`src/rtl/codec_config_seq_if.sv`:
```
// Handshake bundle between the codec config sequencer and the I2C writer / host.
// master = sequencer side, slave = writer/host side.
interface codec_config_seq_if;
  logic        start;
  logic        finished;
  logic        enable;
  logic [15:0] data;
  logic [3:0]  index;
  logic        busy;
  logic        done;
  logic        error;

  modport master (
    input  start, finished,
    output enable, data, index, busy, done, error
  );

  modport slave (
    output start, finished,
    input  enable, data, index, busy, done, error
  );
endinterface

```
`src/rtl/codec_config_seq.sv`:
```
// Walks the WM8731 register table into the I2C writer, one word per ENABLE window with a settle gap.
// Outputs registered; a word is held until the writer's FINISHED edge or the watchdog fires.
module codec_config_seq #(
  parameter int NUM_REGS       = 11,
  parameter int GAP_CYCLES     = 2048,
  parameter int TIMEOUT_CYCLES = 65536
) (
  input logic                 i_mclk,
  input logic                 i_reset,
  codec_config_seq_if.master  bus
);

  typedef enum logic [2:0] {
    S_IDLE, S_SEND, S_GAP, S_NEXT, S_DONE, S_ERR
  } state_t;

  localparam logic [3:0]  LAST_IDX = 4'(NUM_REGS - 1);
  localparam logic [16:0] GAP_LAST = 17'(GAP_CYCLES - 1);
  localparam logic [16:0] TMO_LAST = 17'(TIMEOUT_CYCLES - 1);

  function automatic logic [15:0] table_word(input logic [3:0] idx);
    case (idx)
      4'd0:    table_word = 16'h1E00;
      4'd1:    table_word = 16'h0017;
      4'd2:    table_word = 16'h0217;
      4'd3:    table_word = 16'h0479;
      4'd4:    table_word = 16'h0679;
      4'd5:    table_word = 16'h0812;
      4'd6:    table_word = 16'h0A00;
      4'd7:    table_word = 16'h0C00;
      4'd8:    table_word = 16'h0E42;
      4'd9:    table_word = 16'h1001;
      4'd10:   table_word = 16'h1201;
      default: table_word = 16'h0000;
    endcase
  endfunction

  state_t      r_state;
  logic [16:0] r_timer;
  logic        r_start_q;
  logic        r_fin_q;
  logic        r_enable;
  logic [15:0] r_data;
  logic [3:0]  r_index;
  logic        r_busy;
  logic        r_done;
  logic        r_error;

  logic       w_start_rise;
  logic       w_fin_rise;
  logic [3:0] w_next_idx;

  assign w_start_rise = bus.start & ~r_start_q;
  assign w_fin_rise   = bus.finished & ~r_fin_q;
  assign w_next_idx   = r_index + 4'd1;

  always_ff @(posedge i_mclk or posedge i_reset) begin
    if (i_reset) begin
      r_state   <= S_IDLE;
      r_timer   <= '0;
      r_start_q <= 1'b0;
      r_fin_q   <= 1'b0;
      r_enable  <= 1'b0;
      r_data    <= '0;
      r_index   <= '0;
      r_busy    <= 1'b0;
      r_done    <= 1'b0;
      r_error   <= 1'b0;
    end else begin
      r_start_q <= bus.start;
      r_fin_q   <= bus.finished;
      case (r_state)
        S_IDLE, S_DONE, S_ERR: begin
          if (w_start_rise) begin
            r_index <= '0;
            r_data  <= table_word(4'd0);
            r_done  <= 1'b0;
            r_error <= 1'b0;
            r_timer <= '0;
            r_busy  <= 1'b1;
            r_state <= S_SEND;
          end
        end
        S_SEND: begin
          // The watchdog counts only cycles the writer has actually seen ENABLE high.
          if (w_fin_rise) begin
            r_enable <= 1'b0;
            r_timer  <= '0;
            r_state  <= S_GAP;
          end else if (r_enable && r_timer == TMO_LAST) begin
            r_enable <= 1'b0;
            r_error  <= 1'b1;
            r_busy   <= 1'b0;
            r_state  <= S_ERR;
          end else begin
            r_enable <= 1'b1;
            if (r_enable) r_timer <= r_timer + 17'd1;
          end
        end
        S_GAP: begin
          if (r_timer == GAP_LAST) r_state <= S_NEXT;
          else                     r_timer <= r_timer + 17'd1;
        end
        S_NEXT: begin
          if (r_index == LAST_IDX) begin
            r_done  <= 1'b1;
            r_busy  <= 1'b0;
            r_state <= S_DONE;
          end else begin
            r_index <= w_next_idx;
            r_data  <= table_word(w_next_idx);
            r_timer <= '0;
            r_state <= S_SEND;
          end
        end
        default: r_state <= S_IDLE;
      endcase
    end
  end

  assign bus.enable = r_enable;
  assign bus.data   = r_data;
  assign bus.index  = r_index;
  assign bus.busy   = r_busy;
  assign bus.done   = r_done;
  assign bus.error  = r_error;

endmodule

```
`src/flat_wrapper.sv`:
```
// flat-port wrapper written by rule: the top's interface ports become plain ports
module codec_config_seq_flat 
#(
  parameter int NUM_REGS       = 11,
  parameter int GAP_CYCLES     = 2048,
  parameter int TIMEOUT_CYCLES = 65536
)
  (i_mclk, i_reset, bus_start, bus_finished, bus_enable, bus_data, bus_index, bus_busy, bus_done, bus_error);
  codec_config_seq_if bus_i ();
  input logic i_mclk;
  input logic i_reset;
  input wire logic [$bits(bus_i.start)-1:0] bus_start;
  input wire logic [$bits(bus_i.finished)-1:0] bus_finished;
  output wire logic [$bits(bus_i.enable)-1:0] bus_enable;
  output wire logic [$bits(bus_i.data)-1:0] bus_data;
  output wire logic [$bits(bus_i.index)-1:0] bus_index;
  output wire logic [$bits(bus_i.busy)-1:0] bus_busy;
  output wire logic [$bits(bus_i.done)-1:0] bus_done;
  output wire logic [$bits(bus_i.error)-1:0] bus_error;
  assign bus_i.start = bus_start;
  assign bus_i.finished = bus_finished;
  assign bus_enable = bus_i.enable;
  assign bus_data = bus_i.data;
  assign bus_index = bus_i.index;
  assign bus_busy = bus_i.busy;
  assign bus_done = bus_i.done;
  assign bus_error = bus_i.error;
  codec_config_seq #(.NUM_REGS(NUM_REGS), .GAP_CYCLES(GAP_CYCLES), .TIMEOUT_CYCLES(TIMEOUT_CYCLES)) u_core (.i_mclk(i_mclk), .i_reset(i_reset), .bus(bus_i));
endmodule
```
`config.mk`:
```
export PLATFORM = sky130hd
export DESIGN_NAME = codec_config_seq_flat
export DESIGN_NICKNAME = d
export VERILOG_FILES = /design/src/rtl/codec_config_seq_if.sv /design/src/rtl/codec_config_seq.sv /design/src/flat_wrapper.sv
export SDC_FILE = /design/constraint.sdc
export NUM_CORES = 1
export LEC_CHECK = 0
export BUFFER_PORTS_ARGS = -buffer_cell sky130_fd_sc_hd__buf_4
export CAP_MARGIN = 10
export CELL_PAD_IN_SITES_DETAIL_PLACEMENT = 1
export CELL_PAD_IN_SITES_GLOBAL_PLACEMENT = 1
export CORE_MARGIN = 4
export CORE_UTILIZATION = 48
export CTS_CLUSTER_SIZE = 20
export DETAILED_ROUTE_END_ITERATION = 12
export PLACE_DENSITY_LB_ADDON = 0.1
export SLEW_MARGIN = 20
export SYNTH_ARGS = -nofsm -noshare
export SYNTH_HDL_FRONTEND = slang
export SYNTH_SLANG_ARGS = --single-unit
```
`constraint.sdc`:
```
create_clock -name i_mclk -period 6.6 [get_ports i_mclk]
set_input_delay 0.99 -clock i_mclk [delete_from_list [all_inputs] [get_ports i_mclk]]
set_output_delay 0.99 -clock i_mclk [all_outputs]
set_load 0.02 [all_outputs]
```
==> flow_metrics.env <==
export IMPL_drcViolationCount=0
export IMPL_power_net_switching_mw=0.442
export IMPL_critical_path_arrival_ns=3.19
export IMPL_critPathKind="flop to flop"
export IMPL_p_seq_share_pct=37.2
export IMPL_maxCapViolCount=0
export IMPL_grt_pass1_wl_mm=10.5
export IMPL_critPathMaxFanout=13
export IMPL_synth_edff_count=0
export IMPL_swShare_pct=44.3
export IMPL_path_clk_slew_ns=0.08
export IMPL_drtAntennaViolNets=0
export IMPL_dr_total_vias=2012
export IMPL_synth_ff_type="dfrtp_1"
export IMPL_fin_crit_ns=3.01
export IMPL_cts_hold_fix_buffers=0
export IMPL_start_kind="flop"
export IMPL_syn_area_um2=2330
export IMPL_cts_tree="built"
export IMPL_nFillCells=577
export IMPL_wl_per_cell_um=17.8
export IMPL_worst_slack_ns=3.59
export IMPL_p_per_area_nw_per_um2=387
export IMPL_synth_cells=256
export IMPL_leakagePower_nw=1.09
export IMPL_layout_area_overhead_vs_synth_pct=10.7
export IMPL_htreeDepth=2
export IMPL_slew_headroom_pct=52.3
export IMPL_skew_ns=0.0102
export IMPL_die_h_um=77.7
export IMPL_ioPinCount=28
export IMPL_wirelength_mm=6.04
export IMPL_placed_area_um2=2500
export IMPL_critical_path_required_ns=6.78
export IMPL_vdd_drop_max_mv=0.156
export IMPL_place_ws_ns=3.59
export IMPL_cpMaxStageDelayCell="nand3_1"
export IMPL_cts_setup_buffers=0
export IMPL_grt_max_degree=41
export IMPL_cts_buffers=5
export IMPL_worstMarginPinSlew_ns=0.715
export IMPL_grt_ovfl_total=0
export IMPL_final_cell_area_um2=2580
export IMPL_hold_class="flop to flop"
export IMPL_p_int_mw=0.556
export IMPL_dieArea_um2=6040
export IMPL_setup_viol=0
export IMPL_slew_viol_final=0
export IMPL_fin_nets=281
export IMPL_clockBufferDepth=2
export IMPL_worstSetupEndpointType="flop"
export IMPL_post_route_period_util_pct=45.6
export IMPL_path_cells="ha_1, nand3_1, nor4_1, and3_1, ha_1, nand2b_1, a221oi_1, nand3_1, o41ai_1"
export IMPL_startpoint="u_core.r_timer[0]"
export IMPL_fin_setup_tns_ns=0
export IMPL_hold_viol=0
export IMPL_timing_fmax_mhz=332
export IMPL_final_common_cell="dfrtp_1"
export IMPL_port_buffers=22
export IMPL_syn_area_per_cell_um2=9.12
export IMPL_synth_seq_cells=40
export IMPL_root_buffer="clkbuf_8"
export IMPL_r2r_start="u_core.r_timer[0]"
export IMPL_crit_path_max_incr_delay_ns=0.47
export IMPL_power_frac_clock_pct=16.5
export IMPL_initialDrtViolationCount=120
export IMPL_hp_start="u_core.bus.done"
export IMPL_ys_async_sr_fraction_pct=100
export IMPL_drive_gt1_share_pct=13.6
export IMPL_drt_pass1_iter_count=4
export IMPL_layout_common_cells="dfrtp_1 (40), buf_4 (24), nand2_1 (21), o31ai_1 (18)"
export IMPL_rsz0062_at_grt="no"
export IMPL_ys_seq_area_share_pct=42.9
export IMPL_gp_congestion=0.783
export IMPL_yosysWarnings=0
export IMPL_insertion_delay_ns=0.30
export IMPL_comb_power_share_pct=46.3
export IMPL_synth_cell_type_count=50
export IMPL_rows=25
export IMPL_ctsResizeCount=0
export IMPL_clock_sinks=40
export IMPL_dp_hpwl_mm=4.24
export IMPL_finalPower_mw=0.998
export IMPL_initial_core_util_pct=49.4
export IMPL_antenna_found_initial=0
export IMPL_grt_pass1_vias=2100
export IMPL_grt_usage_pct=21.4
export IMPL_viasPerCell=5.94
export IMPL_coreArea_um2=4720
export IMPL_die_w_um=77.7
export IMPL_status="finished, final reports clean"
export IMPL_diodes=0
power by group through the flow:
stage	registers (mW)	clock network (mW)	logic, mW
final	0.372	0.165	0.462
after global routing	0.383	0.182	0.513
after CTS	0.372	0.169	0.467
after detailed placement	0.377	0	0.464
after global placement	0.372	0	0.452
after floorplan	0.391	0	0.311
metrics by stage:
stage	util [%]	instances	hold WS (ns)
6_report	54.7	339	0.500
5_1_grt	54.7	339	0.531
4_1_cts	54.7	339	0.506
3_5_place_dp	52.9	331	0.490
3_3_place_gp	52.9	331	0.463
2_1_floorplan	-	260	0.488
path summary, 6_finish.rpt:
path | end | slack (ns) | cells after the start
setup / recovery | u_core.r_timer[12] | 3.59 | 9
hold / removal | u_core.bus.done | 0.50 | 1
setup reg to reg | u_core.r_timer[12] | 3.59 | 9
hold reg to reg | u_core.bus.done | 0.50 | 1
max in group asynchronous | u_core.bus.data[0] | 5.41 | 3
min in group asynchronous | u_core.r_timer[5] | 0.82 | 3
critical path, delay by kind of cell (launching register included):
| kind | cells | cell delay, ns |
|---|---|---|
| simple gates | 5 | 1.18 |
| compound gates | 2 | 0.80 |
| flops | 1 | 0.43 |
| fa+ha+maj | 2 | 0.48 |
sequential cells by signal, indices dropped and copies added (netlist names):
signal,count
u_core.bus.busy,1
u_core.bus.data,10
u_core.bus.done,1
u_core.bus.enable,1
u_core.bus.error,1
u_core.bus.index,4
u_core.r_fin_q,1
u_core.r_start_q,1
u_core.r_state,3
u_core.r_timer,17
synthesized netlist by cell type, types with 3 or more instances:
cell      count  area (um2)
o31ai_1      18         135
a31oi_1       3        18.8
xor2_1        3        26.3
dfrtp_1      40        1000
buf_2         8        40.0
o41ai_1       4        35.0
nand2b_1     11        68.8
o21ai_0      14        70.1
mux2_2        3        33.8
nor2_1       13        48.8
buf_4         6        45.0
nor4_1        5        31.3
nor3_1       14        70.1
ha_1          6        75.1
nand3_1      12        60.1
nand4_1       6        37.5
nand2_1      21        78.8
a32o_1        3        30.0
a211oi_1      4        30.0
inv_1         9        33.8
a21oi_1      10        50.1
clkbuf_1      4        15.0
routing by layer:
layer / routed length (um) / global-route usage [%] / vias up
li1: - / - / 976
met5: 0 / 0 / -
met2: 3110 / 37.4 / 31
met3: 194 / 3.94 / 6
met4: 78 / 6.23 / 0
met1: 2650 / 26.8 / 999
logic make-up (layout without fill, tap and decap cells):
logic type / after synthesis / count (layout) / share of synthesized area (%)
buf+inv: 29 / 41 / 6.38
flops: 40 / 40 / 42.9
xor+xnor: 4 / 4 / 1.50
simple gates: 98 / 98 / 22.1
mux: 5 / 5 / 2.31
compound gates: 73 / 73 / 21.4
fa+ha+maj: 6 / 6 / 3.22
other cells: 1 / 5 / 0.161
cell type report:
class	count	area (um2)	area share, %
multi-input cells	191	1200	46.4
flip-flops and latches	40	1000	38.8
repair buffers	24	180	6.98
well taps	67	83.8	3.25
clock buffers	7	76.3	2.96
inverters	9	33.8	1.31
clock inverters	1	8.76	0.339
Power figures use the tool's default switching activity.
